--- src/rtl/pq_pkg.sv ---
// Shared types and sizing for the priority queue and its request arbiter.
// The queue geometry constants are mirrored by the pq instance this arbiter fronts.
package pq_pkg;

   localparam int DATA_WIDTH  = 8;
   localparam int ID_WIDTH    = 4;
   localparam int QUEUE_DEPTH = 8;
   localparam int PQ_NREQ     = 4;

   typedef enum logic [1:0] {
      PQ_PUSH = 2'd0,
      PQ_POP  = 2'd1,
      PQ_DROP = 2'd2,
      PQ_ILL  = 2'd3
   } pq_op_e;

   typedef enum logic [2:0] {
      ARB_IDLE  = 3'd0,
      ARB_CHECK = 3'd1,
      ARB_ISSUE = 3'd2,
      ARB_CAPT  = 3'd3,
      ARB_RESP  = 3'd4
   } arb_state_e;

   // A command is refused up front when the queue cannot possibly serve it.
   function automatic logic op_rejected(input pq_op_e op, input logic full, input logic empty);
      logic rej;
      case (op)
         PQ_PUSH: rej = full;
         PQ_POP:  rej = empty;
         PQ_DROP: rej = 1'b0;
         default: rej = 1'b1;
      endcase
      return rej;
   endfunction

endpackage

--- src/rtl/pq_arb_rr_arb.sv ---
// Combinational round-robin arbiter: one-hot grant plus its index, with the
// requester at ptr having highest priority and priority ascending with wrap.
module rr_arb #(
   parameter int N  = 4,
   parameter int PW = (N > 1) ? $clog2(N) : 1
) (
   input  logic [N-1:0]  req,
   input  logic [PW-1:0] ptr,
   output logic [N-1:0]  gnt,
   output logic [PW-1:0] gnt_idx
);

   logic          found_s;
   int            pos_s;
   logic [PW-1:0] idx_s;

   // Scan from the pointer upward and take the first active request.
   always_comb begin
      gnt     = {N{1'b0}};
      gnt_idx = {PW{1'b0}};
      found_s = 1'b0;
      pos_s   = 0;
      idx_s   = {PW{1'b0}};
      for (int i = 0; i < N; i++) begin
         pos_s = int'(ptr) + i;
         pos_s = (pos_s >= N) ? (pos_s - N) : pos_s;
         idx_s = PW'(pos_s);
         if (!found_s && req[idx_s]) begin
            found_s    = 1'b1;
            gnt[idx_s] = 1'b1;
            gnt_idx    = idx_s;
         end else begin
            found_s = found_s;
         end
      end
   end

endmodule

--- src/rtl/pq_arb.sv ---
// Round-robin front end that serializes PUSH/POP/DROP commands from NREQ
// requesters onto a single pq instance and routes each result back.
module pq_arb
   import pq_pkg::*;
#(
   parameter int NREQ = PQ_NREQ,
   parameter int DW   = DATA_WIDTH,
   parameter int IDW  = ID_WIDTH
) (
   input  logic              clk_i,
   input  logic              rst_ni,
   input  logic [NREQ-1:0]   req_vld_i,
   input  logic [2*NREQ-1:0] req_op_i,
   input  logic [NREQ*DW-1:0]  req_data_i,
   input  logic [NREQ*IDW-1:0] req_id_i,
   output logic [NREQ-1:0]   req_rdy_o,
   output logic [NREQ-1:0]   rsp_vld_o,
   input  logic [NREQ-1:0]   rsp_rdy_i,
   output logic [DW-1:0]     rsp_data_o,
   output logic [IDW-1:0]    rsp_id_o,
   output logic              rsp_err_o,
   output logic              pq_push_o,
   output logic              pq_pop_o,
   output logic              pq_drop_o,
   output logic [DW-1:0]     pq_data_o,
   output logic [IDW-1:0]    pq_drop_id_o,
   input  logic              pq_push_rdy_i,
   input  logic              pq_pop_rdy_i,
   input  logic              pq_drop_rdy_i,
   input  logic [IDW-1:0]    pq_push_id_i,
   input  logic [DW-1:0]     pq_data_i,
   input  logic              pq_full_i,
   input  logic              pq_empty_i
);

   localparam int PW = (NREQ > 1) ? $clog2(NREQ) : 1;

   arb_state_e state_r, state_nx;

   logic [PW-1:0]   ptr_r, gnt_idx_r, gnt_idx_s, ptr_nx;
   logic [NREQ-1:0] gnt_s, gnt_onehot_s;
   pq_op_e          op_r;
   logic [1:0]      sel_op_s;
   logic [DW-1:0]   data_r, sel_data_s;
   logic [IDW-1:0]  id_r, sel_id_s, res_id_r;
   logic            hs_s, reject_s;

   logic            push_r, pop_r, drop_r;
   logic            push_nx, pop_nx, drop_nx;
   logic [DW-1:0]   pq_data_r, pq_data_nx;
   logic [IDW-1:0]  drop_id_r, drop_id_nx;
   logic [NREQ-1:0] rsp_vld_r, rsp_vld_nx;
   logic [DW-1:0]   rsp_data_r, rsp_data_nx;
   logic [IDW-1:0]  rsp_id_r, rsp_id_nx;
   logic            rsp_err_r, rsp_err_nx;

   rr_arb #(.N(NREQ), .PW(PW)) u_rr_arb (
      .req     (req_vld_i),
      .ptr     (ptr_r),
      .gnt     (gnt_s),
      .gnt_idx (gnt_idx_s)
   );

   // Gated by rst_ni so the accept pulse also drops the instant reset asserts.
   assign req_rdy_o = (rst_ni && (state_r == ARB_IDLE)) ? gnt_s : {NREQ{1'b0}};

   assign pq_push_o    = push_r;
   assign pq_pop_o     = pop_r;
   assign pq_drop_o    = drop_r;
   assign pq_data_o    = pq_data_r;
   assign pq_drop_id_o = drop_id_r;
   assign rsp_vld_o    = rsp_vld_r;
   assign rsp_data_o   = rsp_data_r;
   assign rsp_id_o     = rsp_id_r;
   assign rsp_err_o    = rsp_err_r;

   assign gnt_onehot_s = NREQ'(1'b1) << gnt_idx_r;
   assign reject_s     = op_rejected(op_r, pq_full_i, pq_empty_i);
   assign ptr_nx       = (gnt_idx_r == PW'(NREQ - 1)) ? {PW{1'b0}} : (gnt_idx_r + PW'(1'b1));

   // One-hot mux of the winning requester's command fields.
   always_comb begin
      sel_op_s   = 2'd0;
      sel_data_s = {DW{1'b0}};
      sel_id_s   = {IDW{1'b0}};
      for (int i = 0; i < NREQ; i++) begin
         sel_op_s   = sel_op_s   | ({2{gnt_s[i]}}   & req_op_i[2*i +: 2]);
         sel_data_s = sel_data_s | ({DW{gnt_s[i]}}  & req_data_i[i*DW +: DW]);
         sel_id_s   = sel_id_s   | ({IDW{gnt_s[i]}} & req_id_i[i*IDW +: IDW]);
      end
   end

   // Queue-side ready for the command currently held.
   always_comb begin
      case (op_r)
         PQ_PUSH: hs_s = pq_push_rdy_i;
         PQ_POP:  hs_s = pq_pop_rdy_i;
         PQ_DROP: hs_s = pq_drop_rdy_i;
         default: hs_s = 1'b0;
      endcase
   end

   // Next-state logic.
   always_comb begin
      state_nx = state_r;
      case (state_r)
         ARB_IDLE: begin
            if (|req_vld_i) state_nx = ARB_CHECK;
            else            state_nx = ARB_IDLE;
         end
         ARB_CHECK: begin
            if (reject_s) state_nx = ARB_RESP;
            else          state_nx = ARB_ISSUE;
         end
         ARB_ISSUE: begin
            if (hs_s) state_nx = ARB_CAPT;
            else      state_nx = ARB_ISSUE;
         end
         ARB_CAPT: state_nx = ARB_RESP;
         ARB_RESP: begin
            if (rsp_rdy_i[gnt_idx_r]) state_nx = ARB_IDLE;
            else                      state_nx = ARB_RESP;
         end
         default: state_nx = ARB_IDLE;
      endcase
   end

   // Output values for the coming cycle, derived from the state being entered.
   always_comb begin
      push_nx     = 1'b0;
      pop_nx      = 1'b0;
      drop_nx     = 1'b0;
      pq_data_nx  = {DW{1'b0}};
      drop_id_nx  = {IDW{1'b0}};
      rsp_vld_nx  = {NREQ{1'b0}};
      rsp_data_nx = {DW{1'b0}};
      rsp_id_nx   = {IDW{1'b0}};
      rsp_err_nx  = 1'b0;
      if (state_nx == ARB_ISSUE) begin
         push_nx    = (op_r == PQ_PUSH);
         pop_nx     = (op_r == PQ_POP);
         drop_nx    = (op_r == PQ_DROP);
         pq_data_nx = (op_r == PQ_PUSH) ? data_r : {DW{1'b0}};
         drop_id_nx = (op_r == PQ_DROP) ? id_r : {IDW{1'b0}};
      end else begin
         push_nx = 1'b0;
      end
      if (state_nx == ARB_RESP) begin
         rsp_vld_nx = gnt_onehot_s;
         if (state_r == ARB_RESP) begin
            rsp_data_nx = rsp_data_r;
            rsp_id_nx   = rsp_id_r;
            rsp_err_nx  = rsp_err_r;
         end else if (state_r == ARB_CHECK) begin
            rsp_err_nx = 1'b1;
         end else begin
            // Pop data arrives the cycle after the handshake, i.e. now in CAPT.
            rsp_data_nx = (op_r == PQ_POP) ? pq_data_i : {DW{1'b0}};
            rsp_id_nx   = res_id_r;
         end
      end else begin
         rsp_vld_nx = {NREQ{1'b0}};
      end
   end

   // State, pointer and registered outputs.
   always_ff @(posedge clk_i or negedge rst_ni) begin
      if (!rst_ni) begin
         state_r    <= ARB_IDLE;
         ptr_r      <= {PW{1'b0}};
         push_r     <= 1'b0;
         pop_r      <= 1'b0;
         drop_r     <= 1'b0;
         pq_data_r  <= {DW{1'b0}};
         drop_id_r  <= {IDW{1'b0}};
         rsp_vld_r  <= {NREQ{1'b0}};
         rsp_data_r <= {DW{1'b0}};
         rsp_id_r   <= {IDW{1'b0}};
         rsp_err_r  <= 1'b0;
      end else begin
         state_r    <= state_nx;
         push_r     <= push_nx;
         pop_r      <= pop_nx;
         drop_r     <= drop_nx;
         pq_data_r  <= pq_data_nx;
         drop_id_r  <= drop_id_nx;
         rsp_vld_r  <= rsp_vld_nx;
         rsp_data_r <= rsp_data_nx;
         rsp_id_r   <= rsp_id_nx;
         rsp_err_r  <= rsp_err_nx;
         if ((state_r == ARB_RESP) && rsp_rdy_i[gnt_idx_r]) begin
            ptr_r <= ptr_nx;
         end
      end
   end

   // Command capture at accept and result ID capture at the queue handshake.
   always_ff @(posedge clk_i or negedge rst_ni) begin
      if (!rst_ni) begin
         gnt_idx_r <= {PW{1'b0}};
         op_r      <= PQ_PUSH;
         data_r    <= {DW{1'b0}};
         id_r      <= {IDW{1'b0}};
         res_id_r  <= {IDW{1'b0}};
      end else begin
         if ((state_r == ARB_IDLE) && (|req_vld_i)) begin
            gnt_idx_r <= gnt_idx_s;
            op_r      <= pq_op_e'(sel_op_s);
            data_r    <= sel_data_s;
            id_r      <= sel_id_s;
         end
         if ((state_r == ARB_ISSUE) && hs_s) begin
            if (op_r == PQ_PUSH)      res_id_r <= pq_push_id_i;
            else if (op_r == PQ_DROP) res_id_r <= id_r;
            else                      res_id_r <= {IDW{1'b0}};
         end
      end
   end

endmodule

--- config.mk ---
export PLATFORM = sky130hd
export DESIGN_NAME = pq_arb
export DESIGN_NICKNAME = d
export VERILOG_FILES = /design/src/rtl/pq_pkg.sv /design/src/rtl/pq_arb_rr_arb.sv /design/src/rtl/pq_arb.sv
export SDC_FILE = /design/constraint.sdc
export NUM_CORES = 1
export LEC_CHECK = 0
export ABC_CLOCK_PERIOD_IN_PS = 4700
export CAP_MARGIN = 20
export CORE_ASPECT_RATIO = 2
export CORE_MARGIN = 5
export CORE_UTILIZATION = 46
export CTS_CLUSTER_SIZE = 25
export DETAILED_ROUTE_END_ITERATION = 7
export PLACE_DENSITY = 0.81
export SETUP_SLACK_MARGIN = 0.05
export SYNTH_ARGS = -nofsm -noshare
export SYNTH_HDL_FRONTEND = slang
export SYNTH_SLANG_ARGS = --single-unit
--- constraint.sdc ---
create_clock -name clk_i -period 4.7 [get_ports clk_i]
set_input_delay 0.705 -clock clk_i [delete_from_list [all_inputs] [get_ports clk_i]]
set_output_delay 0.705 -clock clk_i [all_outputs]
set_load 0.05 [all_outputs]
Yosys cells after proc, flatten, opt, wreduce, memory -nomap -nowiden:

Index checks and enable logic that the tools add are counted.

* add/subtract/negate cells: 8
* magnitude comparators: 13
* eq/ne operators: 10
* shift operators: 1
* multiplexer cells: 61
* bitwise logic cells: 24
* reductions and logical operators: 17

Operators with widths (count)
* $mux 4: 12
* $mux 8: 6
* $and 8x8->8: 4
* $or 4x4->4: 6
* $or 8x8->8: 3
* $mux 1: 20
* $mux 2: 9
* $and 4x4->4: 4
* $lt 2x3->1 const B: 5
* $pmux 3 s5: 1
* $logic_and 1x1->1: 11
* $bmux 1 s2: 5
* $eq 3x2->1 const B: 3
* $ge 3x3->1 const B: 3
* $and 2x2->2: 4
* $demux 1 s2: 4
* $ge 2x1->1 const B: 4
* $sub 2x1->2 const B: 4
* $add 2x2->3 const B: 2
* $eq 3x3->1 const B: 2
* $mux 3: 2
* $or 2x2->2: 3
* $pmux 1 s3: 2
* $eq 2x2->1 const B: 2
* other kinds (11): 13

* bits in registers: 57
* output and inout bits: 36
* logic and storage cells: 150

Longest topological paths before layout:

* depth in word-level cells: 18
* mapped depth: 11
* gate-level depth less buffers: 7

Hierarchy:

From an unflattened synthesis, not the netlist that was laid out.

* cell total of the unflattened synthesis: 302
* area, all modules: 3114.2 µm²

By module, submodules not included
* pq_arb: instances 1, cells an instance 256, area each 2695.1 µm²
* rr_arb: instances 1, cells an instance 46, area each 419.2 µm²

Worst setup path before layout:

No wires, ideal clock.

* kind: reg-to-output
* start: register ptr_r[0]
* end: output req_rdy_o[2]
* arrival time: 3415 ps
* required time: 3995 ps
* setup slack: 580 ps
* cell stages (with the launch flop): 12
* path through: dfrtp_1 buf_6 clkbuf_1 inv_1 ha_1 clkbuf_1 mux4_2 or3b_4 o221ai_4 buf_4 nor2_1 nor2_1

* cells in the longest elaborated chain, start to end: 15
* elaborated cells between the ends (all ways): 60

RTL lines
* from (decl): line pq_arb.sv:40 `logic [PW-1:0] ptr_r, gnt_idx_r, gnt_idx_s, ptr_nx;`
* from (signal assigned): line pq_arb.sv:170 `ptr_r <= {PW{1'b0}};`
* from (signal assigned): line pq_arb.sv:192 `ptr_r <= ptr_nx;`
* branches (longest 13 deep; another with $add 2x1->3)
* $mux 4 (*): line pq_arb_rr_arb.sv:28 `if (!found_s && req[idx_s]) begin`
* $mux 4 (*): line pq_arb.sv:65 `assign req_rdy_o = (rst_ni && (state_r == ARB_IDLE)) ? gnt_s : {NREQ{1'b0}};`
* to (decl): line pq_arb.sv:16 `output logic [NREQ-1:0] req_rdy_o,`

Every way passes the cells marked *. The select of a mux whose other input is x is not followed.

Worst setup path in the final report:

Ends and elaborated chain as after synthesis.

==> summary.txt <==
Clock network
  – CTS tree: yes
  – Clock buffer count from CTS: 9
  – CTS H-Tree Depth: 3
  – Clock latency on the worst-skew pair: 320 ps
  – CTS max path bufs: 2
  – Number of setup buffers added after CTS: 0
  – # hold bufs at CTS: 0
  – Post-CTS sizing: 0
  – CTS sink cnt: 57
  – Clock slew at the register clock pins of the worst setup and hold paths: 50 ps
  – Clk root buf: clkbuf_16

Cells and area
  – Fill cell count: 571
  – Post-Layout Inst Area: 4930 um^2
  – Register area: 1430 um^2
  – Total Nets Final: 563
  – N_diodes: 0
  – Fin cells: 567
  – Layout area overhead: 45.3%
  – Fin util: 68.3%
  – Proportion of layout cells with a drive suffix above 1: 9.05%
  – Footprint of the multi-input gates: 1780 um^2

Pwr
  – Sequential share of power: 26.6%
  – Clock group share of total power: 20.0%
  – Combinational Power Share: 53.4%
  – Int Power: 1700 uW
  – Switch share: 44.5%
  – Net Sw Power: 1370 uW
  – P per Cell Area: 623 nW/um^2
  – Worst VDD drop: 431 uV
  – Leakage power: 0.00202 uW

Worst setup path
  – WS Path Type: reg2out
  – Data arrival, critical path: 3480 ps
  – Critical path fanouts, max: 17
  – CP Data Required Time: 3990 ps
  – Crit end category: primary output
  – Top delay family on crit path: flip-flops
  – Setup crit start kind: register
  – CP Buf/Inv Count: 2
  – Slowest-stage cell, CP: dfrtp_1
  – CP max stage delay: 700 ps
  – Most common cell on crit path: nor2_1
  – Cells along the critical path: inv_1 -> ha_1 -> mux4_2 -> or3b_4 -> o221ai_4 -> nor2_1 -> nor2_1 -> buf_4

Worst hold path
  – Worst Hold Class: reg2reg

STA
  – Post-layout min period: 4190 ps
  – Fmax: 0.239 GHz
  – RSZ-0062 raised after global routing: no
  – Final setup viols: 0
  – Pins over their slew limit: 0
  – Worst slew margin: 32.4%
  – Worst Max-Slew Pin Slew: 1010 ps
  – Fin Setup TNS: 0 ps
  – Final period util: 89.1%
  – Worst-case clock skew: 6.28 ps
  – Hold Fails Final Rpt: 0

GRT
  – Largest net degree at the start of global routing: 58
  – GR Layer Usage met3: 4.74%
  – Vias in the first global route: 3503
  – Met1 usage: 23.2%
  – First-pass GRT wire length: 17200 um
  – GRT Util Overall: 23.6%
  – Initial antenna violation count: 0
  – Gr ovfl total: 0
  – M2 GR Usage: 43.4%
  – GR peak layer: met2

Synth
  – Area contributors post-synth: dfrtp_1 42%, o21ai_0 4.7%, nor2_1 4.0%
  – Post-synthesis cell count: 356
  – Post-synth EDFFs: 0
  – Commonest register cell after synthesis: dfrtp_1
  – Netlist cell types: 46
  – Syn Nets: 449
  – Seq/Total Area, Yosys: 42.1%
  – Count leader, synth: dfrtp_1
  – YS warnings: 0
  – Synth Cell Area: 3390 um^2
  – Leading cell types by count after synthesis: 57 x dfrtp_1, 36 x nor2_1, 32 x o21ai_0
  – Syn_area_per_cell: 9.53 um^2
  – Synth area leader: dfrtp_1
  – Synthesized flop and latch total: 57
  – Synth async-reset ratio: 100%
  – Post-synth top area share: 42.1%

Drt
  – Vias per Instance: 5.92
  – 1st-pass router iterations: 4
  – DR iter-0 viols: 217
  – Vias: 3358
  – DRC violation count after routing: 0
  – Final ANT Viol Nets: 0
  – Post-DR wirelength/cell: 18.8 um
  – Drt total wl: 10600 um

Placement
  – GPL Wtd Cong: 0.922
  – Placed cells: 551
  – IO Port Bufs: 118
  – Final HPWL DP: 8190 um
  – Placed inst area: 4630 um^2

Die
  – Die Wd: 70.7 um
  – Die Height: 131 um
  – DIE AREA: 9300 um^2
  – IO Count: 119
  – CORE AREA: 7210 um^2
  – Row Count: 44
  – Initial Util: 47.0%

Job
  – MaxCap Viol Count: 0

Outcome
  – Outcome: complete, no violations
cells in the final DEF, fill, tap and decap left out, drive strengths merged, types with 2 or more instances in the layout:
| cell | synthesis | routed |
|---|---|---|
| clkdlybuf4s50 | 0 | 113 |
| dfrtp | 57 | 57 |
| o21ai | 51 | 51 |
| nor2 | 36 | 36 |
| and2 | 21 | 21 |
| inv | 19 | 19 |
| nand2 | 19 | 19 |
| a221oi | 14 | 14 |
| a41oi | 14 | 14 |
| clkbuf | 16 | 14 |
| buf | 7 | 13 |
| a22oi | 12 | 12 |
| a21oi | 11 | 11 |
| ha | 10 | 10 |
| nor3b | 9 | 9 |
| nor3 | 6 | 6 |
| o31ai | 6 | 6 |
| nand2b | 5 | 5 |
| mux2i | 5 | 5 |
| and3 | 5 | 5 |
| mux4 | 5 | 5 |
| nand3 | 3 | 3 |
| o221ai | 3 | 3 |
| mux2 | 3 | 3 |
| nor2b | 2 | 2 |
| clkinv | 0 | 2 |
final cells by class:
cell class,instances,share of cell area (%)
multi-input combinational,257,36.2
clock inverter,2,0.203
tap,92,2.34
timing repair buffer,126,25.1
sequential,57,28.9
inverter,19,1.45
clock buffer,14,5.76
cell families after synthesis:
logic type	share of synthesized area, %
fa+ha+maj	3.69
buf+inv	5.61
mux	5.90
compound gates	25.6
flops	42.1
simple gates	17.2
tightest hold or removal path: cells and delay by family (launching register included):
family	cells	cell delay, ps
flip-flops	1	360
AND/OR/NAND/NOR	1	60
AO/OA/AOI/OAI	1	60
per-stage QoR:
step                power, uW  worst slack (ps)  hold slack (ps)
global route             3280               241              537
CTS                      3070               511              518
detailed placement       2440               720              507
floorplan                1960               580              409
finish                   3070               511              515
global placement         2380               782              503
power groups by stage:
stage / clock network, uW / registers, uW / logic [uW]
2_1_floorplan: 0 / 877 / 1090
3_3_place_gp: 0 / 810 / 1570
3_5_place_dp: 0 / 820 / 1620
4_1_cts: 621 / 814 / 1640
5_1_grt: 649 / 838 / 1790
6_report: 615 / 816 / 1640
registers in the layout, indices dropped and copies added, names as in the netlist, 2 cells and up:
register and cells:
data_r 8, gnt_idx_r 2, id_r 4, op_r 2, pq_data_o 8, pq_drop_id_o 4, ptr_r 2, res_id_r 4
rsp_data_o 8, rsp_id_o 4, rsp_vld_o 4, state_r 3
worst paths after layout:
check | start | endpoint | slack [ps] | depth (start not counted)
max in group asynchronous | rst_ni | pq_data_o[6]$_DFF_PN0_ | 3690 | 2
worst min register to register | res_id_r[3]$_DFFE_PN0P_ | res_id_r[3]$_DFFE_PN0P_ | 520 | 2
worst max register to register | ptr_r[0]$_DFFE_PN0P_ | id_r[3]$_DFFE_PN0P_ | 1420 | 7
worst max-delay path | ptr_r[0]$_DFFE_PN0P_ | req_rdy_o[2] | 510 | 8
min in group asynchronous | rst_ni | rsp_vld_o[0]$_DFF_PN0_ | 560 | 2
worst min-delay path | res_id_r[3]$_DFFE_PN0P_ | res_id_r[3]$_DFFE_PN0P_ | 520 | 2
routing by layer:
metal / routed length [um] / share of wire, %
met5: 0 / 0
met4: 536 / 5.0
met3: 669 / 6.3
met2: 5970 / 56
met1: 3470 / 33
Note: power is estimated with default switching activity, not from simulation.
